## config.mk

```make
export PLATFORM = sky130hd
export DESIGN_NAME = mem_access_stage
export DESIGN_NICKNAME = d
export VERILOG_FILES = /design/src/rtl/mem_access_stage.sv
export SDC_FILE = /design/constraint.sdc
export NUM_CORES = 1
export LEC_CHECK = 0
export CORE_AREA = 3 3 99 101
export DETAILED_ROUTE_END_ITERATION = 16
export DIE_AREA = 0 0 102 104
export GPL_ROUTABILITY_DRIVEN = 0
export PLACE_DENSITY = 0.79
export SLEW_MARGIN = 40
export SYNTH_ARGS = -nofsm -noshare
export SYNTH_HDL_FRONTEND = slang
export SYNTH_SLANG_ARGS = --single-unit
```

## constraint.sdc

```tcl
create_clock -name clk -period 2.1 [get_ports clk]
set_clock_uncertainty 0.05 [all_clocks]
set_input_delay 0.42 -clock clk [delete_from_list [all_inputs] [get_ports clk]]
set_output_delay 0.42 -clock clk [all_outputs]
set_load 0.02 [all_outputs]
```

## src/rtl/mem_access_stage.sv

```systemverilog
// Memory stage: drives loads/stores over a req/gnt/rvalid data bus, formats
// store lanes and load results, and stalls upstream while a transaction is open.
module mem_access_stage #(
    parameter int unsigned XLEN        = 32,
    parameter int unsigned RFIDX_WIDTH = 5
) (
    input  logic                   clk,
    input  logic                   rst,
    input  logic                   in_valid,
    input  logic [XLEN-1:0]        ex_result,
    input  logic [XLEN-1:0]        rs2_data,
    input  logic                   mem_read,
    input  logic                   mem_write,
    input  logic [2:0]             funct3,
    input  logic                   wb_reg_write,
    input  logic                   wb_memtoreg,
    input  logic [RFIDX_WIDTH-1:0] rd_index,
    output logic                   dbus_req,
    output logic                   dbus_we,
    output logic [XLEN-1:0]        dbus_addr,
    output logic [XLEN-1:0]        dbus_wdata,
    output logic [3:0]             dbus_wstrb,
    input  logic                   dbus_gnt,
    input  logic                   dbus_rvalid,
    input  logic [XLEN-1:0]        dbus_rdata,
    output logic [XLEN-1:0]        m_data,
    output logic [XLEN-1:0]        ex_result_out,
    output logic                   wb_reg_write_out,
    output logic                   wb_memtoreg_out,
    output logic [RFIDX_WIDTH-1:0] rd_index_out,
    output logic                   mem_stall,
    output logic                   misalign
);

    localparam logic [1:0] S_IDLE = 2'd0;
    localparam logic [1:0] S_REQ  = 2'd1;
    localparam logic [1:0] S_RESP = 2'd2;

    logic [1:0]      state, state_nxt;
    logic [1:0]      off_q;
    logic [2:0]      f3_q;
    logic            is_load_q;
    logic            latch_en;
    logic            is_mem, aligned, mem_op;
    logic [XLEN-1:0] wdata_fmt;
    logic [3:0]      wstrb_fmt;
    logic [7:0]      ld_byte;
    logic [15:0]     ld_half;
    logic [XLEN-1:0] load_fmt;

    assign is_mem  = in_valid & (mem_read | mem_write);
    assign aligned = (funct3[1:0] == 2'b00)
                   | ((funct3[1:0] == 2'b01) & ~ex_result[0])
                   | ((funct3[1:0] == 2'b10) & (ex_result[1:0] == 2'b00));
    assign mem_op  = is_mem & aligned;

    // Bus payload comes straight from EX/MEM, which holds steady while stalled.
    assign dbus_addr  = {ex_result[XLEN-1:2], 2'b00};
    assign dbus_we    = dbus_req & mem_write;
    assign dbus_wdata = wdata_fmt;
    assign dbus_wstrb = (dbus_req & mem_write) ? wstrb_fmt : 4'b0000;

    assign ex_result_out   = ex_result;
    assign wb_memtoreg_out = wb_memtoreg;
    assign rd_index_out    = rd_index;

    // Store lane replication and byte strobes
    always_comb begin
        wdata_fmt = rs2_data;
        wstrb_fmt = 4'b1111;
        case (funct3[1:0])
            2'b00: begin
                wdata_fmt = {4{rs2_data[7:0]}};
                wstrb_fmt = 4'b0001 << ex_result[1:0];
            end
            2'b01: begin
                wdata_fmt = {2{rs2_data[15:0]}};
                wstrb_fmt = 4'b0011 << ex_result[1:0];
            end
            default: ;
        endcase
    end

    // Load extraction uses the offset/funct3 captured when the request was issued
    always_comb begin
        ld_byte  = dbus_rdata[{off_q, 3'b000} +: 8];
        ld_half  = dbus_rdata[{off_q[1], 4'b0000} +: 16];
        load_fmt = dbus_rdata;
        case (f3_q)
            3'b000:  load_fmt = {{24{ld_byte[7]}}, ld_byte};
            3'b001:  load_fmt = {{16{ld_half[15]}}, ld_half};
            3'b100:  load_fmt = {24'd0, ld_byte};
            3'b101:  load_fmt = {16'd0, ld_half};
            default: load_fmt = dbus_rdata;
        endcase
    end

    always_ff @(posedge clk) begin
        if (rst) begin
            state     <= S_IDLE;
            off_q     <= 2'b00;
            f3_q      <= 3'b000;
            is_load_q <= 1'b0;
        end else begin
            state <= state_nxt;
            if (latch_en) begin
                off_q     <= ex_result[1:0];
                f3_q      <= funct3;
                is_load_q <= mem_read;
            end
        end
    end

    // Next state and stage outputs; everything idles while rst is high
    always_comb begin
        state_nxt        = state;
        latch_en         = 1'b0;
        dbus_req         = 1'b0;
        mem_stall        = 1'b0;
        wb_reg_write_out = 1'b0;
        misalign         = 1'b0;
        m_data           = '0;
        if (!rst) begin
            case (state)
                S_IDLE: begin
                    if (mem_op) begin
                        dbus_req  = 1'b1;
                        mem_stall = 1'b1;
                        latch_en  = 1'b1;
                        state_nxt = dbus_gnt ? S_RESP : S_REQ;
                    end else begin
                        wb_reg_write_out = in_valid & wb_reg_write & ~is_mem;
                        misalign         = is_mem & ~aligned;
                    end
                end
                S_REQ: begin
                    dbus_req  = 1'b1;
                    mem_stall = 1'b1;
                    if (dbus_gnt) state_nxt = S_RESP;
                end
                S_RESP: begin
                    if (dbus_rvalid) begin
                        state_nxt        = S_IDLE;
                        wb_reg_write_out = wb_reg_write;
                        m_data           = is_load_q ? load_fmt : '0;
                    end else begin
                        mem_stall = 1'b1;
                    end
                end
                default: state_nxt = S_IDLE;
            endcase
        end
    end

endmodule

```

==> flow_summary.json <==
{
  "power_mw": 1.15,
  "globalRouteTotalUtil": 0.178,
  "clock.fmax_mhz": 448,
  "worst_r2r_path_depth": 4,
  "grt_setup_unrepaired": "yes",
  "placeableCoreArea_sq_um": 9110,
  "crit_slowest_cell": "dfxtp_2",
  "post-route-min-period_ns": 2.23,
  "initial_antenna_violation_count": 0,
  "cp_data_arrival_time_ns": 1.76,
  "multi_input_area_sq_um": 1710,
  "clock-root-buffer": "clkbuf_8",
  "critPathKind": "reg -> out",
  "syn-instance-count": 304,
  "port-buffer-count": 151,
  "avgSynthCellArea_sq_um": 7.55,
  "total_leakage_power_nw": 1.89,
  "cts_hold_buf": 0,
  "drt-wirelength-per-cell_microns": 19.4,
  "path_common_cell": "buf_4",
  "ff_latch_area_sq_um": 166,
  "crit_path_max_incr_delay_ns": 0.32,
  "most_frequent_cells_after_synthesis": "buf_4 (80), inv_1 (34), mux2_2 (27)",
  "crit_path_end_kind": "output pin",
  "required_ns": 1.63,
  "count_of_filler_cells_inserted_in_the_layout": 843,
  "yosys_warnings": 0,
  "stdcell_count": 543,
  "r2r_start": "state[0]",
  "die_width_microns": 102,
  "detailedPlace.worstSlack_ns": -0.802,
  "clkSinkCount": 8,
  "drtPass1Iterations": 4,
  "synthesis.area_sq_um": 2290,
  "dp_cells": 524,
  "finalWorstSetupSlack_ns": -0.130,
  "vias_per_cell": 5.01,
  "detailedPlacementHpwl_microns": 7350,
  "start_kind": "flip-flop",
  "netlist_top_cells_area": "buf_4 (26%), mux2_2 (13%), a221oi_1 (9.2%), dfxtp_1 (7.0%), inv_1 (5.6%)",
  "clock_path_buffers": 2,
  "yosys_most_used_dff": "dfxtp_1",
  "antenna_cells_inserted": 0,
  "ys_ff_latch": 8,
  "cellPowerDensity_nw_per_um2": 271,
  "outcome": "finished, violations left",
  "timing.final.hold_violations": 0,
  "number_of_enable_flip_flop_cells_after_synthesis": 0,
  "post-synth-top-area-fraction": 0.262,
  "worstSkewPairLatency_ns": 0.22,
  "die-height_microns": 104,
  "first_iter_violations": 45,
  "synth_largest_area_cell": "buf_4",
  "nets": 547,
  "first_global_vias": 2907,
  "grt_start_max_net_pins": 23,
  "num_cts_buffers": 3,
  "worst_hold_path.num_cells": 2,
  "first_pass_grt_wire_length_microns": 15100,
  "initial_cell_density_of_the_core": 0.252,
  "dr_total_vias": 2723,
  "hp-class": "reg -> reg",
  "detailed_route_wl_microns": 10500,
  "failed_checks": "setup timing",
  "drive_above_1_share": 0.537,
  "setup_violations": 28,
  "hold_start": "state[1]",
  "final_antenna_violating_net_count": 0,
  "design.portCount": 256,
  "synth_cell_types": 43,
  "htreeDepth": 1,
  "hold_path_end": "state[0]",
  "synth_async_sr_flop_share": 0,
  "maxSlewViolCount": 0,
  "cp_cell_sequence": "buf_4 -> mux2_4 -> a31oi_4 -> buf_6 -> buf_16 -> a221oi_2 -> buf_4",
  "worst_r2r_endpoint": "is_load_q",
  "timing.final.crit_share": 1.06,
  "synth.most_common_cell": "buf_4",
  "peak_supply_drop_mv": 0.140,
  "design.die.area_sq_um": 10600,
  "critical_path.max_fanout": 5,
  "drv.max_cap_violation_count": 0,
  "setup-tns-final_ns": -1.88,
  "drc_errors_left": 0,
  "syn2layout_area_growth_pct": 84.8,
  "grt.overflow.total": 0,
  "setup.reg_to_reg.worst_slack_ns": 0.59,
  "core.rowCount": 35,
  "cts_tree": "done",
  "synth-seq-area-share": 0.0698,
  "clk_transition_reported_paths_ns": 0.04
}
==> registers in the layout, indices dropped and copies added, names as in the netlist <==
name and flops:
off_q 2, state 2, is_load_q 1, f3_q 3
==> through the flow <==
stage | cell area, sq um | util | hold WS (ns)
after floorplan | 2300 | - | 0.439
after global placement | 3700 | 0.406 | 0.507
after detailed placement | 3700 | 0.406 | 0.519
after CTS | 4170 | 0.457 | 0.525
after global routing | 4240 | 0.466 | 0.549
final | 4240 | 0.466 | 0.524
==> where the power goes <==
part	switching, mW	internal [mW]
Sequential	0.00913	0.161
Combinational	0.392	0.406
Clock	0.0565	0.124
==> layout make-up <==
type,count,area share
Timing Repair Buffer,223,0.485
Multi-Input combinational cell,163,0.402
Sequential cell,8,0.0392
Tap cell,111,0.0327
Inverter,35,0.0310
Clock buffer,3,0.00973
==> what timing repair did <==
action	CTS	global route
hold endpoints to repair	0	0
setup endpoints to repair	69	63
buffers inserted	9	2
pin swaps	13	15
resized for setup	373	52
gates cloned	7	0
==> cell usage in the layout, fill, tap and decap left out, types with 6 or more instances in the layout <==
cell	instances
buf_6	17
o21ai_0	8
clkdlybuf4s50_1	69
buf_2	22
mux2i_1	11
mux2_2	26
a21oi_1	8
a221oi_2	15
buf_16	6
nand2_1	11
clkbuf_2	9
a21oi_2	6
a221oi_4	9
inv_1	34
buf_4	75
dlygate4sd2_1	14
a211oi_2	8
nor2_1	10
==> routing by layer <==
metal	up-vias	routed length [microns]	track usage
li1	1262	-	-
met1	1261	3490	0.176
met2	154	5610	0.334
met3	46	995	0.0490
met4	0	445	0.0853
met5	-	0	0
==> cell families (layout without fill, tap and decap cells) <==
family                 Yosys count  in the layout  share of synthesized area
other                            1              2                    0.00163
flip-flops                       8              8                     0.0698
multiplexers                    41             41                      0.201
buffers and inverters          134            261                      0.364
AND/OR/NAND/NOR                 43             43                      0.101
AO/OA/AOI/OAI                   77             77                      0.262
==> worst max-delay path: cells and delay by family (launching register included) <==
kind / cells / cell delay [ns]
AOI/OAI and AO/OA: 2 / 0.39
buffers and inverters: 4 / 0.60
muxes: 1 / 0.21
DFF: 1 / 0.32
==> worst max path at each step <==
stage,cells after the start,startpoint,slack [ns],to
5_1_grt,7,off_q[1],-0.18,m_data[27]
6_report,7,off_q[1],-0.13,m_data[27]
3_5_place_dp,6,dbus_rdata[15],-0.80,m_data[9]
2_1_floorplan,5,off_q[1],0.06,m_data[11]
4_1_cts,7,off_q[1],-0.16,m_data[8]
3_3_place_gp,6,rst,-0.79,m_data[8]
No activity file was read; power rests on OpenSTA's default activity.
